$ cat config.mk
export PLATFORM = sky130hd
export DESIGN_NAME = imm_extend_pipe
export DESIGN_NICKNAME = d
export VERILOG_FILES = /design/src/rtl/imm_extend_pipe.sv
export SDC_FILE = /design/constraint.sdc
export NUM_CORES = 1
export LEC_CHECK = 0
export ABC_AREA = 1
export BUFFER_PORTS_ARGS = -buffer_cell sky130_fd_sc_hd__buf_2
export CAP_MARGIN = 20
export CORE_ASPECT_RATIO = 0.8
export CORE_MARGIN = 2
export CORE_UTILIZATION = 54
export DETAILED_ROUTE_END_ITERATION = 10
export GPL_ROUTABILITY_DRIVEN = 1
export PLACE_DENSITY = 0.79
export SLEW_MARGIN = 20
export SYNTH_ARGS = -nofsm -noshare
export SYNTH_HDL_FRONTEND = slang
export SYNTH_SLANG_ARGS = --single-unit
$ cat constraint.sdc
create_clock -name clk -period 1.65 [get_ports clk]
set_input_delay 0.33 -clock clk [delete_from_list [all_inputs] [get_ports clk]]
set_output_delay 0.33 -clock clk [all_outputs]
set_load 0.01 [all_outputs]
$ cat src/rtl/imm_extend_pipe.sv
// imm_extend_pipe: decode-stage immediate generator.
// Decodes the immediate for the selected format, sign/zero-extends it to XLEN,
// and registers it behind a valid/ready handshake. A two-entry buffer
// (OUT + SKID) lets in_ready come straight from a register while still never
// dropping or duplicating a result under downstream backpressure.
module imm_extend_pipe #(
    parameter int XLEN  = 32,   // 32 or 64
    parameter int TAG_W = 5
) (
    input  logic              clk,
    input  logic              reset,
    input  logic              in_valid,
    output logic              in_ready,
    input  logic [31:7]       in_instr,
    input  logic [2:0]        in_immsrc,
    input  logic [TAG_W-1:0]  in_tag,
    output logic              out_valid,
    input  logic              out_ready,
    output logic [XLEN-1:0]   out_immext,
    output logic [TAG_W-1:0]  out_tag,
    output logic              out_err
);

    typedef enum logic [1:0] {
        EMPTY = 2'd0,   // OUT and SKID invalid
        ONE   = 2'd1,   // OUT valid
        FULL  = 2'd2    // OUT and SKID valid
    } state_t;

    state_t state_q, state_nxt;

    logic [XLEN-1:0]  out_imm_q,  skid_imm_q;
    logic [TAG_W-1:0] out_tag_q,  skid_tag_q;
    logic             out_err_q,  skid_err_q;

    logic [31:0]      imm32;
    logic             sext;
    logic [XLEN-1:0]  dec_imm;
    logic             dec_err;

    logic             accept, drain;
    logic             load_out_new, load_out_skid, load_skid;

    // Only SKID occupancy blocks the input, so in_ready is a pure register decode.
    assign in_ready   = (state_q != FULL);
    assign out_valid  = (state_q != EMPTY);
    assign out_immext = out_imm_q;
    assign out_tag    = out_tag_q;
    assign out_err    = out_err_q;

    assign accept = in_valid && in_ready;
    assign drain  = out_valid && out_ready;

    // Immediate decode: build a 32-bit pattern, then widen by sign or zero.
    always_comb begin
        imm32   = 32'd0;
        sext    = 1'b1;
        dec_err = 1'b0;
        case (in_immsrc)
            3'b000: imm32 = {{20{in_instr[31]}}, in_instr[31:20]};
            3'b001: imm32 = {{20{in_instr[31]}}, in_instr[31:25], in_instr[11:7]};
            3'b010: imm32 = {{19{in_instr[31]}}, in_instr[31], in_instr[7],
                             in_instr[30:25], in_instr[11:8], 1'b0};
            3'b011: imm32 = {{11{in_instr[31]}}, in_instr[31], in_instr[19:12],
                             in_instr[20], in_instr[30:21], 1'b0};
            3'b100: imm32 = {in_instr[31:12], 12'b0};
            3'b101: begin
                sext = 1'b0;
                if (XLEN == 64) begin
                    imm32 = {26'b0, in_instr[25:20]};
                end else begin
                    // RV32 shifts only have 5 bits; bit 25 set is an encoding error
                    imm32   = {27'b0, in_instr[24:20]};
                    dec_err = in_instr[25];
                end
            end
            3'b110: begin
                sext  = 1'b0;
                imm32 = {27'b0, in_instr[19:15]};
            end
            default: begin
                sext    = 1'b0;
                imm32   = 32'd0;
                dec_err = 1'b1;
            end
        endcase
        dec_imm = sext ? XLEN'($signed(imm32)) : XLEN'(imm32);
    end

    // Buffer FSM: next state and which register loads from where.
    always_comb begin
        state_nxt     = state_q;
        load_out_new  = 1'b0;
        load_out_skid = 1'b0;
        load_skid     = 1'b0;
        case (state_q)
            EMPTY: begin
                if (accept) begin
                    state_nxt    = ONE;
                    load_out_new = 1'b1;
                end
            end
            ONE: begin
                if (accept && drain) begin
                    load_out_new = 1'b1;
                end else if (accept) begin
                    state_nxt = FULL;
                    load_skid = 1'b1;
                end else if (drain) begin
                    state_nxt = EMPTY;
                end
            end
            FULL: begin
                if (drain) begin
                    state_nxt     = ONE;
                    load_out_skid = 1'b1;
                end
            end
            default: state_nxt = EMPTY;
        endcase
    end

    // State register.
    always_ff @(posedge clk) begin
        if (reset) state_q <= EMPTY;
        else       state_q <= state_nxt;
    end

    // OUT and SKID payload registers; cleared on reset so outputs read zero.
    always_ff @(posedge clk) begin
        if (reset) begin
            out_imm_q  <= '0;
            out_tag_q  <= '0;
            out_err_q  <= 1'b0;
            skid_imm_q <= '0;
            skid_tag_q <= '0;
            skid_err_q <= 1'b0;
        end else begin
            if (load_out_new) begin
                out_imm_q <= dec_imm;
                out_tag_q <= in_tag;
                out_err_q <= dec_err;
            end else if (load_out_skid) begin
                out_imm_q <= skid_imm_q;
                out_tag_q <= skid_tag_q;
                out_err_q <= skid_err_q;
            end
            if (load_skid) begin
                skid_imm_q <= dec_imm;
                skid_tag_q <= in_tag;
                skid_err_q <= dec_err;
            end
        end
    end

endmodule

==> metrics, run 1 <==
run status=finished clean; Root Buffer=clkbuf_8; CP endpoint kind=flop; first-pass GRT wire length=16200 um; DRT Pass-1 Iters=5; Clock Sinks=78; Leakage=1.98 nW; area share of the largest cell type after synthesis=42.8%; clock latency at the later pin of the worst-skew pair=360 ps; layout cells sized above 1=20.9%; Hold Path Class=in -> reg; WL per Instance=14.8 um; Cells after Synth=513; H-tree depth=3; Sequential Area=1560 sq um; placed insts=651; Fillers=602; Data required, critical path=1880 ps; Data arrival, critical path=1760 ps; Die Area=7430 sq um; final layout net count=615; CTS buffer count=9; WP buf/inv=3; initial antenna violation count=0; Design Power=4.23 mW; Synth area leader=dfxtp_1; 1st-iter DRT viols=282; cell with the most instances after synthesis=nand2_1; vias in the first global route=3436; Final Cycle Share=92.9%; Synth warnings=0; Total GRT Usage=27.7%; top cells by count, synth=nand2_1, dfxtp_1, nand3_1, o21ai_0, nor2_1; final worst setup slack=117 ps; PortBufs=76; Worst Setup Start Kind=flop; Starting Density=56.3%; final setup fails=0; Worst Reg2Reg Path Length in Cells=8; Die Ht=77.5 um; power per cell area=980 nW/um^2; Placer Congestion=0.880; post-synth cell types=23; area of the core=6470 sq um; Final ANT Viol Nets=0; pin count of the biggest net entering global routing=47; # Max-Cap Violations=0; die width=95.9 um; CP Depth=8; total gr overflow=0; main flop type after synthesis=dfxtp_1; final core utilization=66.7%; Worst Tran Pin Value=403 ps; diode count=0; headroom to the max-slew limit=73.0%; critical path fanouts, max=19; VDD IR max=0.521 mV; FMAX=0.652 GHz; FFs w/ async S/R, synth=0%; Hold Path Depth=2; Final Instance Count excl. Fillers=667; Synth Cell Area=3640 sq um; Seq/Total Area, Yosys=42.8%; Period minus WS final=1530 ps; Crit path max-delay family=buffers and inverters; top cells by area in the synthesized netlist=dfxtp_1, nand2_1, nand3_1, o21ai_0, a21oi_1; CTS clk-pin slew, worst paths=90 ps; RSZ-0062 raised after global routing=no; slowest CP cell=dfxtp_1; hpwl dp=6660 um; post-synthesis sequential element count=78; Final Hold Fails=0; clock skew=13.0 ps; EDFF count, synth=0; Post-CTS Hold Buffers=0; Fin Setup TNS=0 ps; vias per cell=5.70; area delta synth->final=18.4%; crit path kind=reg -> reg; pre-CTS setup slack=94.6 ps; row cnt=26; Post-Route WL=9880 um; CTS tree=yes; CTS Buffer Depth=2; Top Ports=77; slowest stage delay, CP=360 ps; Cell Chain, Critical Path=inv_1, nand3_4, clkinv_2, buf_12, nand3_1, nand2_1, a21oi_1, nor2_1; Synthesized Nets=550; vias=3805; syn avg cell area=7.10 sq um; Max Slew Vio Count=0; multi-input logic area=1770 sq um; DRC viols=0
## repair_timing
item	4_1_cts	5_1_grt
endpoints found under the setup margin	0	1
gates resized for setup	0	3
setup buffers	0	0
## per-layer routing
| metal | global-route usage, % | up-vias | wire length [um] |
|---|---|---|---|
| met5 | 0 | - | 0 |
| met4 | 6.86 | 0 | 102 |
| met3 | 7.96 | 16 | 826 |
| met2 | 42.4 | 175 | 4570 |
| met1 | 38.4 | 1729 | 4380 |
| li1 | - | 1885 | - |
## final timing paths
path                         to  slack (ps)     startpoint
setup reg to reg  out_immext[0]         120     state_q[0]
hold / removal       state_q[1]         160          reset
setup / recovery  out_immext[0]         120     state_q[0]
hold reg to reg   skid_imm_q[5]         460  skid_imm_q[5]
## cell families after synthesis
kind of cell	share of synthesized area (%)
compound gates	20.4
buf+inv	8.65
flops	42.8
simple gates	28.1
## layout make-up
| cell class | count | share of cell area (%) |
|---|---|---|
| clock buffers | 11 | 3.04 |
| clock inverters | 5 | 1.88 |
| inverters | 27 | 2.49 |
| multi-input cells | 367 | 41.0 |
| flip-flops and latches | 78 | 36.2 |
| well taps | 84 | 2.43 |
| repair buffers | 95 | 13.0 |
## power breakdown
part | leakage [nW] | switching [mW] | internal (mW)
logic | 1.24 | 0.407 | 0.227
registers | 0.637 | 0.0500 | 1.98
clock network | 0.104 | 0.709 | 0.856
## sequential cells by signal (all words and copies together) (netlist names)
register    flops
out_immext     32
skid_imm_q     32
skid_tag_q      5
state_q         2
skid_err_q      1
out_err         1
out_tag         5
## cells in the final DEF (no fill, tap or decap), drive strengths merged, types with 11 or more instances in the layout
cell	n
dfxtp	78
clkbuf	11
inv	27
nand3	59
nor2	43
a21oi	40
nand4	20
a31oi	29
nand2	107
buf	95
o21ai	62
## through the flow
step	cell area [sq um]	hold WS, ps
floorplan	3640	425
global placement	4100	435
detailed placement	4100	446
CTS	4310	152
global route	4320	150
finish	4320	164
Power figures use the tool's default switching activity.
==> run 2, diff against run 1 <==
--- a/config.mk
+++ b/config.mk
@@ -10,10 +10,12 @@
 export CAP_MARGIN = 20
 export CORE_ASPECT_RATIO = 0.8
 export CORE_MARGIN = 2
-export CORE_UTILIZATION = 54
+export CORE_UTILIZATION = 59
 export DETAILED_ROUTE_END_ITERATION = 10
 export GPL_ROUTABILITY_DRIVEN = 1
-export PLACE_DENSITY = 0.79
+export GPL_TIMING_DRIVEN = 0
+export PLACE_DENSITY = 0.85
+export RECOVER_POWER = 25
 export SLEW_MARGIN = 20
 export SYNTH_ARGS = -nofsm -noshare
 export SYNTH_HDL_FRONTEND = slang
==> constraint.sdc (replaced) <==
create_clock -name clk -period 1.8 [get_ports clk]
set_input_delay 0.36 -clock clk [delete_from_list [all_inputs] [get_ports clk]]
set_output_delay 0.36 -clock clk [all_outputs]
set_load 0.01 [all_outputs]
==> metrics, run 2 (same netlist as run 1, synthesis figures left out) <==
Worst Setup Start Kind=flop (unchanged); Die Area=6830 sq um (was 7430 sq um); # Max-Cap Violations=0 (unchanged); Max Slew Vio Count=0 (unchanged); vias per cell=6.02 (was 5.70); vias in the first global route=3674 (was 3436); Hold Path Class=in -> reg (unchanged); Total GRT Usage=34.8% (was 27.7%); crit path kind=reg -> reg (unchanged); Clock Sinks=78 (unchanged); FMAX=0.632 GHz (was 0.652 GHz); run status=finished clean (unchanged); power per cell area=888 nW/um^2 (was 980 nW/um^2); 1st-iter DRT viols=407 (was 282); placed insts=669 (was 651); VDD IR max=0.491 mV (was 0.521 mV); final layout net count=636 (was 615); Hold Slack=259 ps (was 164 ps); Final Hold Fails=0 (unchanged); hpwl dp=8340 um (was 6660 um); Fin Setup TNS=0 ps (unchanged); DRT Pass-1 Iters=7 (was 5); area delta synth->final=17.6% (was 18.4%); WL per Instance=17.0 um (was 14.8 um); most common cell after layout, fill and taps aside=nand2_1 (unchanged); Final Instance Count excl. Fillers=684 (was 667); area of the core=5940 sq um (was 6470 sq um); pre-CTS setup slack=125 ps (was 94.6 ps); final setup fails=0 (unchanged); DRC viols=0 (unchanged); Top Ports=77 (unchanged); CTS buffer count=9 (unchanged); Final ANT Viol Nets=0 (unchanged); headroom to the max-slew limit=53.8% (was 73.0%); pin count of the biggest net entering global routing=13 (was 47); Worst Tran Pin Value=692 ps (was 403 ps); total gr overflow=0 (unchanged); H-tree depth=3 (unchanged); most frequent cells in the layout=nand2_1, dfxtp_1, buf_2, nand3_1, o21ai_0 (unchanged); initial antenna violation count=0 (unchanged); Post-CTS Hold Buffers=0 (unchanged); Period minus WS final=1580 ps (was 1530 ps); Die Ht=74.3 um (was 77.5 um); CTS Buffer Depth=2 (unchanged); Final Cycle Share=88.0% (was 92.9%); CP endpoint kind=flop (unchanged); CTS tree=yes (unchanged); diode count=0 (unchanged); Starting Density=61.3% (was 56.3%); Data arrival, critical path=1860 ps (was 1760 ps); critical path fanouts, max=10 (was 19); Placer Congestion=0.933 (was 0.880); layout cells sized above 1=16.9% (was 20.9%); Leakage=1.90 nW (was 1.98 nW); # resized after CTS=0 (unchanged); clock latency at the later pin of the worst-skew pair=360 ps (about the same); RSZ-0062 raised after global routing=no (unchanged); row cnt=25 (was 26); Root Buffer=clkbuf_8 (unchanged); CTS clk-pin slew, worst paths=80 ps (was 90 ps); Setup Fix Bufs, Post-CTS=0 (unchanged); PortBufs=75 (was 76); first-pass GRT wire length=18200 um (was 16200 um); die width=91.9 um (was 95.9 um); final worst setup slack=217 ps (was 117 ps); Data required, critical path=2080 ps (was 1880 ps); Post-Route WL=11600 um (was 9880 um); Design Power=3.81 mW (was 4.23 mW); clock skew=6.02 ps (was 13.0 ps); vias=4118 (was 3805)
-- run 2: changes by cell type in the layout (fill, tap and decap cells not counted), sizes merged --
cell / previous run / this run
clkbuf: 11 / 52
buf: 95 / 76
bufinv: 2 / 1
clkinvlp: 1 / 0
-- run 2: layout make-up --
| class | instances | area (sq um) |
|---|---|---|
| plain buffers | 41 | 211 |
| well taps | 81 | 101 |
| inverters | 27 | 104 |
| multi-input cells | 367 | 1770 |
| flip-flops and latches | 78 | 1560 |
| fillers | 532 | 1660 |
| repair buffers | 75 | 340 |
| clock buffers | 12 | 155 |
| clock inverters | 3 | 43.8 |
-- run 2: final timing paths --
kind                  from              to  slack [ps]  depth (start not counted)
max             state_q[1]  out_immext[23]         220                          6
min              in_tag[2]      out_tag[2]         260                          3
max reg2reg     state_q[1]  out_immext[23]         220                          6
min reg2reg  skid_imm_q[5]   skid_imm_q[5]         450                          2
-- run 2: critical path, cell delays in order (launching register included) --
cell     delay (ps)
dfxtp_1         390
nor2_2          220
nand2_4         150
inv_2           150
buf_2           290
nand2_1         110
a31oi_1         180
-- run 2: routing by layer --
metal,routed length [um],global-route usage (%),vias to the layer above
met5,0,0,-
met1,4890,47.1,1900
met4,253,14.4,0
met2,5270,55.6,254
met3,1180,6.99,34
li1,-,-,1930
-- run 2: through the flow --
step,cell area [sq um],utilization [%]
floorplan,3640,-
global placement,4120,69.3
detailed placement,4120,69.3
CTS,4320,72.7
global route,4290,72.1
finish,4290,72.1
-- run 2: power by group --
| group | total [mW] | internal (mW) | switching, mW |
|---|---|---|---|
| registers | 1.86 | 1.82 | 0.0466 |
| logic | 0.610 | 0.197 | 0.413 |
| clock network | 1.33 | 0.709 | 0.623 |
